**config.mk**
```make
export PLATFORM = sky130hd
export DESIGN_NAME = btb_update_arbiter
export DESIGN_NICKNAME = d
export VERILOG_FILES = /design/src/rtl/btb_update_arbiter.sv
export SDC_FILE = /design/constraint.sdc
export NUM_CORES = 1
export LEC_CHECK = 0
export CORE_MARGIN = 4
export CORE_UTILIZATION = 61
export CTS_CLUSTER_SIZE = 20
export DETAILED_ROUTE_END_ITERATION = 16
export PLACE_DENSITY = 0.94
export RECOVER_POWER = 100
export SYNTH_ARGS = -nofsm -noshare
export SYNTH_HDL_FRONTEND = slang
export SYNTH_SLANG_ARGS = --single-unit
```
**constraint.sdc**
```tcl
create_clock -name clk -period 6.2 [get_ports clk]
set_input_delay 1.24 -clock clk [delete_from_list [all_inputs] [get_ports clk]]
set_output_delay 1.24 -clock clk [all_outputs]
set_load 0.005 [all_outputs]
```
**src/rtl/btb_update_arbiter.sv**
```systemverilog
// Serialises branch-mispredict reports from two execute pipes onto the single BTB update port.
// Reports pass through a small in-order FIFO; same-cycle reports for the same PC are merged.
module btb_update_arbiter #(
  parameter int DEPTH  = 4,
  parameter int TYPE_W = 3
) (
  input  logic                       clk,
  input  logic                       resetn,
  input  logic                       req0_valid,
  output logic                       req0_ready,
  input  logic [31:0]                req0_pc,
  input  logic [31:0]                req0_target,
  input  logic [TYPE_W-1:0]          req0_type,
  input  logic                       req1_valid,
  output logic                       req1_ready,
  input  logic [31:0]                req1_pc,
  input  logic [31:0]                req1_target,
  input  logic [TYPE_W-1:0]          req1_type,
  input  logic                       drain_hold,
  output logic                       btb_mistaken,
  output logic [31:0]                btb_wrong_pc,
  output logic [31:0]                btb_right_target,
  output logic [TYPE_W-1:0]          btb_ins_type,
  output logic [$clog2(DEPTH+1)-1:0] occupancy
);

  localparam int CNT_W = $clog2(DEPTH + 1);
  localparam int PTR_W = $clog2(DEPTH);

  logic [31:0]       pc_mem     [DEPTH];
  logic [31:0]       target_mem [DEPTH];
  logic [TYPE_W-1:0] type_mem   [DEPTH];
  logic [PTR_W-1:0]  head;
  logic [PTR_W-1:0]  tail;
  logic [PTR_W-1:0]  tail1;
  logic [CNT_W-1:0]  count;
  logic [CNT_W-1:0]  count_next;
  logic [CNT_W-1:0]  free;
  logic              merge;
  logic              push0;
  logic              push1;
  logic              pop;

  // Readiness depends only on the registered count, never on this cycle's pop.
  always_comb begin
    free       = CNT_W'(DEPTH) - count;
    merge      = req0_valid & req1_valid & (req0_pc[31:2] == req1_pc[31:2]);
    req0_ready = resetn & (free >= CNT_W'(1));
    if (merge) begin
      req1_ready = req0_ready;
    end else if (req0_valid) begin
      req1_ready = resetn & (free >= CNT_W'(2));
    end else begin
      req1_ready = resetn & (free >= CNT_W'(1));
    end
    push0      = req0_valid & req0_ready;
    push1      = req1_valid & req1_ready & ~merge;
    pop        = (count != '0) & ~drain_hold;
    tail1      = tail + PTR_W'(push0);
    count_next = count + CNT_W'(push0) + CNT_W'(push1) - CNT_W'(pop);
  end

  always_ff @(posedge clk or negedge resetn) begin
    if (!resetn) begin
      for (int i = 0; i < DEPTH; i++) begin
        pc_mem[i]     <= '0;
        target_mem[i] <= '0;
        type_mem[i]   <= '0;
      end
      head  <= '0;
      tail  <= '0;
      count <= '0;
    end else begin
      if (push0) begin
        pc_mem[tail]     <= req0_pc;
        target_mem[tail] <= req0_target;
        type_mem[tail]   <= req0_type;
      end
      // req1 lands behind req0 when both are written in the same cycle.
      if (push1) begin
        pc_mem[tail1]     <= req1_pc;
        target_mem[tail1] <= req1_target;
        type_mem[tail1]   <= req1_type;
      end
      if (pop) begin
        head <= head + PTR_W'(1);
      end
      tail  <= tail + PTR_W'(push0) + PTR_W'(push1);
      count <= count_next;
    end
  end

  always_ff @(posedge clk or negedge resetn) begin
    if (!resetn) begin
      btb_mistaken     <= 1'b0;
      btb_wrong_pc     <= '0;
      btb_right_target <= '0;
      btb_ins_type     <= '0;
    end else begin
      btb_mistaken <= pop;
      if (pop) begin
        btb_wrong_pc     <= pc_mem[head];
        btb_right_target <= target_mem[head];
        btb_ins_type     <= type_mem[head];
      end
    end
  end

  assign occupancy = count;

endmodule
```
**After elaboration in Yosys (flattened, before gate mapping)**

Index checks and enable logic that the tools add are counted.

- Eq/ne operators: 1
- $lt $le $gt $ge: 7
- Multiplexer cells: 31
- Bitwise logic cells: 13
- Add/subtract/negate cells: 7
- Reduce and logical (&&, ||, !) cells: 3

Operator list:

| operator | count |
|---|---|
| $bwmux 128 | 4 |
| $mux 128 | 4 |
| $mux 32 | 6 |
| $bmux 32 s2 | 2 |
| $demux 32 s2 | 2 |
| $eq 30x30->1 | 1 |
| $bwmux 12 | 2 |
| $mux 12 | 2 |
| $demux 3 s2 | 2 |
| $mux 3 | 4 |
| $ge 3x3->1 const B | 3 |
| $not 2->3 | 3 |
| $and 1x1->1 | 8 |
| $add 3x1->3 | 2 |
| $bmux 3 s2 | 1 |
| $lt 3x1->1 const B | 2 |
| $add 2x1->2 | 2 |
| $ge 3x1->1 const B | 1 |
| $ge 3x2->1 const B | 1 |
| $reduce_bool 3->1 | 1 |
| $sub 3x1->3 | 1 |
| $sub 3x3->3 const A | 1 |
| $add 2x1->2 const B | 1 |
| $logic_and 1x1->1 | 2 |
| 2 further kinds | 4 |

- Bits of input ports: 139
- Flip-flop bits (word level): 343

**Depth between registers and ports, before layout**

Gate-level depths: netlist of run 1.

- Depth after elaboration: 12
- Gate-level depth with buffers: 12
- Depth with buffers taken out: 12

**Worst setup path after synthesis of run 1**

Ideal clock, no wire load.

- Kind: input port to output port
- From: input req0_pc[22]
- To: output req1_ready
- Path buffers: 0
- Path slack: 2.687 ns
- Stages on the path: 5
- Arrival: 2.273 ns
- Path through: xor2_1 -> nor4_1 -> nand4_1 -> o21ai_0 -> nor3b_1

- Word-level cells in the longest chain between the ends: 3

Ends and longest elaborated chain:

| item | line | source |
|---|---|---|
| start, declared | 11 | `input logic [31:0] req0_pc,` |
| $eq 30x30->1 | 47 | `merge = req0_valid & req1_valid & (req0_pc[31:2] == req1_pc[31:2]);` |
| $and 1x1->1 | 47 |  |
| $mux 1 | 49 | `if (merge) begin` |
| end, declared | 15 | `output logic req1_ready,` |

No other way between the ends.

**Worst setup path after layout of run 1**

- From: input drain_hold
- To: register btb_wrong_pc[21]

- Word-level cells in the longest chain between the ends: 2

Ends and longest elaborated chain:

| item | line | source |
|---|---|---|
| start, declared | 19 | `input logic drain_hold,` |
| $not 1->1 | 58 | `pop = (count != '0) & ~drain_hold;` |
| $and 1x1->1 | 58 |  |
| end signal, assigned | 102 | `btb_wrong_pc <= pc_mem[head];` |
| end, declared | 21 | `output logic [31:0] btb_wrong_pc,` |

No other way between the ends.
A chain may end at the register's enable or synchronous reset.

==> results.py, run 1 <==
metrics = {
    "worst_setup_path": {
        "reg2reg_depth": 10,
        "cp_max_fo": 42,
        "cp.required_ns": 6.58,
        "end_kind": "flop",
        "critPathArrivalTime_ns": 5.86,
        "start_kind": "primary input",
        "path_class": "primary input to flop",
    },
    "yosys": {
        "synth_area_um2": 18300,
        "avgSynthCellArea_um2": 15.4,
        "seq_area_frac_synth_pct": 46.9,
        "synth_warnings": 0,
        "synthesis.nets": 1332,
        "ys_ff_latch": 343,
        "synth_cell_types": 33,
        "synthCells": 1184,
    },
    "floorplan": {
        "core_area_um2": 29600,
        "io_pins": 212,
        "die_h_um": 181,
        "row_count": 63,
        "die_w_um": 181,
        "initial_utilization_pct": 61.7,
        "dieArea_um2": 32800,
    },
    "timing": {
        "layout_min_cycle_time_ns": 5.47,
        "clock_skew_ns": 0.0120,
        "tns_ns": 0,
        "tightest_slew_ns": 3.05,
        "relSlewSlack_pct": -104,
        "rsz0062_at_grt": "false",
        "setup_viol": 0,
        "fmax_mhz": 183,
        "hold_viol": 0,
        "min_period_over_period_pct": 88.3,
        "finalMaxSlewViolations": 290,
    },
    "route": {
        "routed_wl_um": 44200,
        "vias": 11100,
        "first_pass_iters": 5,
        "drc": 0,
        "wl_per_cell_um": 24.7,
        "first_iter_violations": 526,
        "ant_nets": 0,
        "viasPerCell": 6.20,
    },
    "final_layout": {
        "fin_nets": 1522,
        "final_util_pct": 73.1,
        "antenna_cells": 0,
        "area_growth_pct": 18.6,
        "drive_gt1_share_pct": 51.4,
    },
    "clocking": {
        "cts.clk_slew.worst_paths_ns": 0.06,
        "cts_max_path_buffers": 3,
        "cts_max_level": 2,
        "cts_tree": "built",
        "clk-insertion-delay-late_ns": 0.52,
        "post_cts_buffers": 0,
        "clock-root-buffer": "clkbuf_16",
        "post_cts_resized": 0,
        "cts-buffers-inserted": 37,
        "clock-sinks": 343,
        "ctsHoldBuffers": 0,
    },
    "min_path": {
        "holdPathStages": 1,
        "min_path_type": "flop to flop",
    },
    "grt": {
        "antenna_found_initial": 1,
        "grt_pass1_vias": 12600,
        "gr-total-overflow": 0,
        "grt_usage_pct": 26.9,
        "grt_start_max_net_pins": 166,
        "grt_pass1_wl_um": 70500,
    },
    "power_and_ir_drop": {
        "cellPowerDensity_nw_per_um2": 514,
        "ir_drop_mv": 0.361,
        "leakagePower_nw": 8.97,
    },
    "placement": {
        "hpwl_um": 27000,
        "port_buffers": 211,
        "gp_congestion": 0.809,
    },
    "job": {
        "drv_cap": 6,
    },
    "status": {
        "violations": "capacitance limit, slew limit",
        "status": "finished with violations",
    },
}
per-stage QoR:
step | instances | cell area (um2) | hold slack, ns | setup WS [ns] | power, mW
final | 1790 | 21700 | 0.500 | 0.726 | 11.1
after global routing | 1790 | 21700 | 0.510 | 0.534 | 11.8
after CTS | 1790 | 21900 | 0.509 | 0.926 | 11.4
after detailed placement | 1725 | 20700 | 0.494 | 0.944 | 9.19
after global placement | 1725 | 20700 | 0.490 | 1.05 | 8.92
after floorplan | 1184 | 18300 | 0.505 | 2.69 | 7.66
kinds of logic after synthesis:
| logic type | after synthesis | synth area share [%] |
|---|---|---|
| xor gates and xnor gates | 37 | 1.77 |
| adders and majority gates | 9 | 0.657 |
| AOI/OAI and AO/OA | 10 | 0.390 |
| buffers and inverters | 88 | 2.67 |
| muxes | 670 | 46.6 |
| DFF | 343 | 46.9 |
| and+or+nand+nor | 27 | 0.944 |
cell usage in the layout, fill, tap and decap left out, types with 9 or more instances in the layout:
master | netlist | routed
buf_4 | 7 | 10
clkbuf_1 | 27 | 12
clkbuf_16 | 0 | 39
clkdlybuf4s50_1 | 0 | 136
clkinv_2 | 0 | 9
dfrtp_1 | 343 | 341
dlygate4sd3_1 | 0 | 74
mux2_1 | 0 | 31
mux2_2 | 543 | 541
mux2_4 | 60 | 31
mux4_2 | 67 | 67
xor2_1 | 32 | 32
flip-flops by register name (all words and copies together), names as in the netlist:
signal,cells
btb_wrong_pc,32
type_mem,12
target_mem,128
btb_right_target,32
btb_mistaken,1
occupancy,3
btb_ins_type,3
pc_mem,128
head,2
tail,2
cells in the mapped netlist:
library cell    n  area (um2)
ha_1            8         100
buf_6           6        67.6
mux2_2        543        6110
o21ai_0         2        10.0
or4b_4          1        13.8
buf_1           7        26.3
buf_2          30         150
nand4_1         2        12.5
a31oi_1         1        6.26
o2111ai_1       2        17.5
o21a_1          1        7.51
inv_1           8        30.0
buf_4           7        52.6
fa_1            1        20.0
and3_4          2        22.5
nor3b_1         3        22.5
mux4_2         67        1510
nand2b_1        1        6.26
clkbuf_1       27         101
mux2_4         60         901
nor2_1          3        11.3
o31ai_1         1        7.51
nor4_1          7        43.8
and2_1          1        6.26
a21o_1          1        7.51
nand3b_1        1        7.51
buf_12          3        60.1
nor3_1          3        15.0
xor2_1         32         280
nand2_1         3        11.3
dfrtp_1       343        8580
xnor2_1         5        43.8
o211ai_1        2        15.0
layout make-up:
type,instances,area [um2]
multi-input cells,753,9120
flip-flops and latches,343,8590
fillers,1872,7960
repair buffers,231,2270
clock buffers,53,1090
well taps,390,488
clock inverters,12,92.6
inverters,8,30.0
power breakdown:
part	internal (mW)	switching [mW]	leakage, nW
Sequential	3.42	0.725	4.07
Combinational	3.18	1.65	4.30
Clock	1.27	0.890	0.592
critical path, cell delays in order:
cell and delay, ns:
dlygate4sd3_1 0.53, nor2_1 2.22, clkbuf_2 1.39, mux2_2 0.45
per-layer routing:
layer  wire [um]  part of all wire [%]  up-vias  GRT usage, %
met3        2660                   6.0       77          5.76
met4        1080                   2.5        0          7.30
li1            -                     -     4824             -
met5           0                     0        -             0
met2       22300                    51      337          46.5
met1       18100                    41     5858          34.7
path summary, 6_finish.rpt:
check / startpoint / to / slack, ns
min in group asynchronous: resetn / btb_wrong_pc[22]$_DFFE_PN0P_ / 0.62
worst max-delay path: drain_hold / btb_wrong_pc[21]$_DFFE_PN0P_ / 0.73
worst min-delay path: btb_wrong_pc[30]$_DFFE_PN0P_ / btb_wrong_pc[30]$_DFFE_PN0P_ / 0.50
max in group asynchronous: resetn / target_mem[10]$_DFF_PN0_ / 1.90
worst max register to register: occupancy[0]$_DFF_PN0_ / pc_mem[83]$_DFF_PN0_ / 1.03
worst min register to register: btb_wrong_pc[30]$_DFFE_PN0P_ / btb_wrong_pc[30]$_DFFE_PN0P_ / 0.50
(Power assumes the default switching activity.)
==> inputs of run 2 (changes only) <==
Settings changed: CORE_UTILIZATION 61 to 56, CTS_BUF_LIST from default to sky130_fd_sc_hd__clkbuf_8, PLACE_DENSITY 0.94 to 0.88.
==> run 2 against run 1 <==
The flow still finishes with violations (capacitance limit, slew limit). Sequential power about the same. Maximum frequency shrank 0.73%. Non-clock buffer count grew 4. Die area is 8.5% higher. Highest routed layer is now met5.
==> results.py, run 2 (same netlist as run 1, synthesis figures left out) <==
metrics = {
    "placement": {
        "port_buffers": 211,
        "hpwl_um": 26700,
        "gp_congestion": 0.773,
    },
    "floorplan": {
        "row_count": 65,
        "die_w_um": 189,
        "initial_utilization_pct": 57.4,
        "dieArea_um2": 35600,
        "die_h_um": 189,
        "core_area_um2": 31900,
        "io_pins": 212,
    },
    "power_and_ir_drop": {
        "p_int_mw": 7.63,
        "cellPowerDensity_nw_per_um2": 500,
        "clockPowerShare_pct": 17.5,
        "ir_drop_mv": 0.327,
        "sequentialPowerShare_pct": 38.2,
        "leakagePower_nw": 9.04,
        "power_frac_comb_pct": 44.3,
        "power.switching_mw": 3.20,
        "netSwitchingFraction_pct": 29.6,
    },
    "timing": {
        "tightest_slew_ns": 3.88,
        "rsz0062_at_grt": "false",
        "relSlewSlack_pct": -159,
        "holdWs_ns": 0.499,
        "min_period_over_period_pct": 88.9,
        "setup_viol": 0,
        "fmax_mhz": 181,
        "tns_ns": 0,
        "hold_viol": 0,
        "finalMaxSlewViolations": 537,
        "clock_skew_ns": 0.0337,
        "layout_min_cycle_time_ns": 5.51,
    },
    "route": {
        "ant_nets": 0,
        "wl_per_cell_um": 23.5,
        "first_iter_violations": 636,
        "first_pass_iters": 4,
        "drc": 0,
        "viasPerCell": 5.90,
        "vias": 11100,
        "routed_wl_um": 44100,
    },
    "final_layout": {
        "drive_gt1_share_pct": 51.6,
        "final_common_cell": "mux2_2",
        "reg_top3": "pc_mem: 128 flops, target_mem: 128 flops",
        "layout_common_cells": "mux2_2 (541), dfrtp_1 (341), clkdlybuf4s50_1 (135)",
        "final_util_pct": 68.0,
        "fin_nets": 1547,
        "area_growth_pct": 18.5,
        "num-fill-cells": 2244,
    },
    "clocking": {
        "clk-insertion-delay-late_ns": 0.61,
        "post_cts_buffers": 0,
        "cts.clk_slew.worst_paths_ns": 0.06,
        "cts_tree": "built",
        "clock-sinks": 343,
        "post_cts_resized": 0,
        "cts-buffers-inserted": 58,
        "cts_max_path_buffers": 3,
        "clock-root-buffer": "clkbuf_8",
        "cts_max_level": 2,
        "ctsHoldBuffers": 0,
    },
    "grt": {
        "gr-total-overflow": 0,
        "antenna_found_initial": 8,
        "grt_pass1_wl_um": 70000,
        "grt_usage_pct": 25.0,
        "grt_start_max_net_pins": 177,
        "grt_pass1_vias": 12100,
    },
    "worst_setup_path": {
        "worst_path_largest_cell_delay_ns": 2.03,
        "path_class": "primary input to flop",
        "start_kind": "primary input",
        "end_kind": "flop",
        "cp_top_family": "buffers and inverters",
        "cp.required_ns": 6.66,
        "cp_max_fo": 36,
        "worst-path-buf-inv": 2,
        "crit_path_top_delay_cell": "clkbuf_1",
        "critPathArrivalTime_ns": 5.97,
        "crit_chain": "dlygate4sd3_1 > xor2_1 > nor4_1 > nand4_1 > o211ai_1 > clkbuf_1 > mux2_2",
    },
    "job": {
        "drv_cap": 11,
    },
    "min_path": {
        "min_path_type": "flop to flop",
    },
    "status": {
        "violations": "capacitance limit, slew limit",
        "status": "finished with violations",
    },
}
==> run 2: through the flow <==
stage | worst slack (ns) | instance area, um2 | power, mW | instances
floorplan | 2.69 | 18300 | 7.66 | 1184
global placement | 0.921 | 20800 | 8.92 | 1774
detailed placement | 0.948 | 20800 | 9.14 | 1774
CTS | 0.931 | 21800 | 11.1 | 1876
global route | 0.556 | 21700 | 11.5 | 1878
finish | 0.686 | 21700 | 10.8 | 1879
==> run 2: final timing paths <==
check | start | end | slack [ns] | depth (start not counted)
max | req0_pc[8] | target_mem[9]$_DFF_PN0_ | 0.69 | 7
min | btb_wrong_pc[26]$_DFFE_PN0P_ | btb_wrong_pc[26]$_DFFE_PN0P_ | 0.50 | 1
max reg2reg | occupancy[1]$_DFF_PN0_ | target_mem[9]$_DFF_PN0_ | 0.90 | 11
min reg2reg | btb_wrong_pc[26]$_DFFE_PN0P_ | btb_wrong_pc[26]$_DFFE_PN0P_ | 0.50 | 1
max in group asynchronous | resetn | target_mem[5]$_DFF_PN0_ | 1.37 | 2
min in group asynchronous | resetn | btb_wrong_pc[24]$_DFFE_PN0P_ | 0.57 | 1
==> run 2: power groups by stage <==
| stage | Clock [mW] | Combinational [mW] | Sequential [mW] |
|---|---|---|---|
| 2_1_floorplan | 0 | 3.79 | 3.86 |
| 3_3_place_gp | 0 | 4.81 | 4.11 |
| 3_5_place_dp | 0 | 4.97 | 4.17 |
| 4_1_cts | 1.95 | 5.00 | 4.15 |
| 5_1_grt | 2.06 | 5.19 | 4.27 |
| 6_report | 1.90 | 4.80 | 4.14 |
==> run 2: worst reg2reg max path: stages (launching register included) <==
cell and delay, ns:
dfrtp_1 0.45, inv_1 0.12, ha_1 0.19, ha_1 0.30, or4b_4 0.49, and3_4 0.22, ha_1 0.19, xnor2_1 0.50
nor2_1 0.09, o211ai_1 0.13, clkbuf_1 2.03, mux2_2 0.49
==> run 2: layout make-up <==
class	count	area [um2]	area share, %
antenna	3	7.51	0.0346
clock buffer	69	950	4.38
clock inverter	33	138	0.635
inverter	8	30.0	0.139
multi-input combinational	753	9150	42.2
sequential	343	8590	39.6
tap	435	544	2.51
timing repair buffer	235	2260	10.4
==> run 2: routing by layer <==
metal  vias up  share of wire, %  track usage, %
met2       325                50            41.1
met3        80               7.2            6.89
met4        10               2.1            7.37
met5         -              0.13               0
met1      5799                41            32.7
li1       4877                 -               -
==> edit 1 (config.mk and constraints of run 2) <==
Register the input `req0_target` before use, cleared by the reset. The logic sees it one clock later. The other inputs are not delayed to match.
--- a/src/rtl/btb_update_arbiter.sv
+++ b/src/rtl/btb_update_arbiter.sv
@@ -26,6 +26,16 @@
 
   localparam int CNT_W = $clog2(DEPTH + 1);
   localparam int PTR_W = $clog2(DEPTH);
+
+  logic [31:0] req0_target_q;
+
+  always_ff @(posedge clk or negedge resetn) begin
+    if (!resetn) begin
+      req0_target_q <= '0;
+    end else begin
+      req0_target_q <= req0_target;
+    end
+  end
 
   logic [31:0]       pc_mem     [DEPTH];
   logic [31:0]       target_mem [DEPTH];
@@ -73,7 +83,7 @@
     end else begin
       if (push0) begin
         pc_mem[tail]     <= req0_pc;
-        target_mem[tail] <= req0_target;
+        target_mem[tail] <= req0_target_q;
         type_mem[tail]   <= req0_type;
       end
       // req1 lands behind req0 when both are written in the same cycle.
Behaviour: not the same (a bounded check fails within 4 cycles, from zero or initial values and one cycle with resetn low).
==> edit 1 against run 2 <==
The flow still finishes with violations (max-capacitance violations, max-slew violations); clock skew decreased by 10 ps; power is 6.9% higher; final area rose by 5.2%; clock power rose by 25%; setup slack worse by 110 ps; sequential cell count rose by 32; wire length rose by 4.5%; synthesized area grew 4.4%; count of clock-buffer cells in the layout rose by 19; largest power group unchanged; highest routed layer unchanged.
==> edit 1: results (changes against run 2) <==
stage;metric;value;unit;change
run_status;outcome;complete, but fails checks;;unchanged
run_status;violations;max-capacitance violations, max-slew violations;;unchanged
setup_path;rr_endpoint;pc_mem[38]$_DFF_PN0_;;was target_mem[9]$_DFF_PN0_
clocking;cts_made_buffers;68;;was 58
yosys;synth_top_cells_by_area;dfrtp_1 (49%), mux2_2 (32%), mux4_2 (7.9%), mux2_4 (4.7%), xor2_1 (1.5%);;was dfrtp_1 (47%), mux2_2 (33%), mux4_2 (8.3%), mux2_4 (4.9%), xor2_1 (1.5%)
setup_path;r2r_slack;980;ps;was 900 ps
grt;use_met3;6.64;%;was 6.89%
pwr;clock_power;2.37;mW;was 1.90 mW
setup_path;worstPathArrival;4380;ps;was 5970 ps
drt;vias;11500;;was 11.1k
min_path;min_from;btb_wrong_pc[22]$_DFFE_PN0P_;;was btb_wrong_pc[26]$_DFFE_PN0P_
grt;use_met1;32.6;%;was 32.7%
yosys;ys_seq_elements;375;;was 343
setup_path;slowest_stage;dlygate4sd3_1;;was clkbuf_1
pwr;seq_power;4.39;mW;was 4.14 mW
timing;fin_skew;23.2;ps;was 33.7 ps
clocking;cts_max_level;3;;was 2
drt;dr_wl_met3;2.81;mm;was 3.19 mm
grt;grt_max_degree;151;;was 177
cells_and_area;layout-drive-gt1-share;51.7;%;was 51.6%
cells_and_area;buffer_area_share;9.89;%;was 10.4%
drt;drt_iter0_drc;580;;was 636
cells_and_area;fillerInstances;2338;;was 2244
timing;finalMaxSlewViolations;598;;was 537
yosys;synthTopCellsByCount;mux2_2 (543), dfrtp_1 (375), mux4_2 (67), mux2_4 (60), xor2_1 (32);;was mux2_2 (543), dfrtp_1 (343), mux4_2 (67), mux2_4 (60), xor2_1 (32)
placement;gp_congestion;0.789;;was 0.773
yosys;synth-seq-area-share;49.2;%;was 46.9%
job;maxCapViolCount;11;;unchanged
min_path;hold_path_end;btb_wrong_pc[22]$_DFFE_PN0P_;;was btb_wrong_pc[26]$_DFFE_PN0P_
setup_path;cp_slowest_stage_delay;660;ps;was 2030 ps
cells_and_area;clkCellAreaFrac;6.14;%;was 5.02%
cells_and_area;final_nets;1585;;was 1547
cells_and_area;multiInputGateArea;9160;um2;was 9150 um2
pwr;peakVddDrop;0.301;mV;was 0.327 mV
pwr;swShare;29.6;%;about the same
drt;first_pass_iters;5;;was 4
pwr;power_leakage;9.55;nW;was 9.04 nW
cells_and_area;nNonClkBuffers;231;;was 235
drt;wl_met2;22.9;mm;was 21.9 mm
placement;dpl.hpwl;27.3;mm;was 26.7 mm
grt;grt_pass1_wl;72.2;mm;was 70.0 mm
edit 1: how the worst max path moves through the flow:
stage,slack (ps),depth (start not counted),start,to
floorplan,2690,5,req0_pc[22],req1_ready
global route,490,7,req1_pc[8],req1_ready
CTS,810,7,req1_pc[8],req1_ready
finish,580,7,req1_pc[8],req1_ready
detailed placement,820,7,req1_pc[8],req1_ready
global placement,760,7,req0_pc[8],req1_ready
edit 1: cell families (layout without fill, tap and decap cells):
kind of cell,count (synthesis),count (layout),synth area share [%]
mux,670,670,44.7
flops,375,375,49.2
buf+inv,88,358,2.56
xor+xnor,37,37,1.70
simple gates,27,27,0.905
compound gates,10,10,0.374
fa+ha+maj,9,9,0.629
other cells,0,3,0
edit 1: per-stage QoR:
stage	hold WS, ps	setup WS [ps]	cells	power (mW)
after floorplan	505	2690	1216	7.89
after global placement	488	758	1815	9.19
after detailed placement	495	819	1815	9.44
after CTS	508	812	1934	11.9
after global routing	516	489	1936	12.3
final	498	580	1937	11.6
==> edit 2 (flow settings as in run 2) <==
Without the edit above. Change the parameter `TYPE_W` from 3 to 2.
--- a/src/rtl/btb_update_arbiter.sv
+++ b/src/rtl/btb_update_arbiter.sv
@@ -2,7 +2,7 @@
 // Reports pass through a small in-order FIFO; same-cycle reports for the same PC are merged.
 module btb_update_arbiter #(
   parameter int DEPTH  = 4,
-  parameter int TYPE_W = 3
+  parameter int TYPE_W = 2
 ) (
   input  logic                       clk,
   input  logic                       resetn,
Ports: changed (resized btb_ins_type, req0_type and req1_type); port bits go from 212 to 209. The function was not compared with the original's and may differ.
==> edit 2 against run 2 <==
The run still ends with max-capacitance violations, max-slew violations left; setup slack improved by 120 ps; clock skew down 15 ps; critical path depth is 2 higher; largest power group unchanged; largest cell class unchanged; sequential cell count decreased by 5; final area decreased by 1.5%; highest routed layer unchanged; synthesized area fell by 0.83%; wire length fell by 2.2%; power is 0.82% lower.
==> edit 2: results (changes against run 2) <==
stage;metric;value;unit;change
run_status;outcome;complete, but fails checks;;unchanged
run_status;violations;max-capacitance violations, max-slew violations;;unchanged
yosys;synth-compound-area-share;0.393;%;was 0.390%
yosys;synth_cells;1167;;was 1184
job;maxCapViolCount;13;;was 11
yosys;ys_seq_elements;338;;was 343
grt;grt_max_degree;175;;was 177
grt;antenna_found_initial;2;;was 8
drt;drt_iter0_drc;496;;was 636
pwr;power.switching;3.16;mW;was 3.20 mW
cells_and_area;multi_input_area_share;42.4;%;was 42.2%
cells_and_area;final_nets;1525;;was 1547
setup_path;slowest_stage;dlygate4sd3_1;;was clkbuf_1
cells_and_area;nNonClkBuffers;231;;was 235
timing;hold_ws;498;ps;was 499 ps
placement;gp_congestion;0.817;;was 0.773
drt;post_drt_wl_per_cell;23.8;um;was 23.5 um
timing;finalMaxSlewViolations;614;;was 537
grt;grt_use_total;24.5;%;was 25.0%
cells_and_area;nClkBuffers;67;;was 69
placement;io_buffers;208;;was 211
yosys;synth-xor-area-share;1.79;%;was 1.77%
yosys;synth-adder-area-share;0.662;%;was 0.657%
cells_and_area;seq_area_share;39.6;%;about the same
pwr;peakVddDrop;0.249;mV;was 0.327 mV
placement;dp_cells;1722;;was 1774
==> edit 2: cell count changes after synthesis, sizes merged <==
| cell | change |
|---|---|
| clkbuf | -13 |
| buf | +11 |
| mux2 | -9 |
| dfrtp | -5 |
| mux4 | -1 |
==> edit 2: stage by stage <==
step	power, mW	setup slack, ps	area, um2
after global routing	11.4	479	21300
after floorplan	7.61	2590	18100
after CTS	11.0	833	21600
after detailed placement	9.08	865	20500
final	10.7	804	21300
after global placement	8.85	780	20500
==> edit 2: how the worst max path moves through the flow <==
stage                     startpoint  slack [ps]  cells past startpoint                     end
after floorplan           drain_hold        2590                      9  occupancy[2]$_DFF_PN0_
after global placement    req0_pc[4]         780                      7              req1_ready
after detailed placement  req1_pc[4]         870                      7              req1_ready
after CTS                 req1_pc[4]         830                      7              req1_ready
after global routing          resetn         480                      2    pc_mem[45]$_DFF_PN0_
final                     req1_pc[7]         800                      9              req1_ready
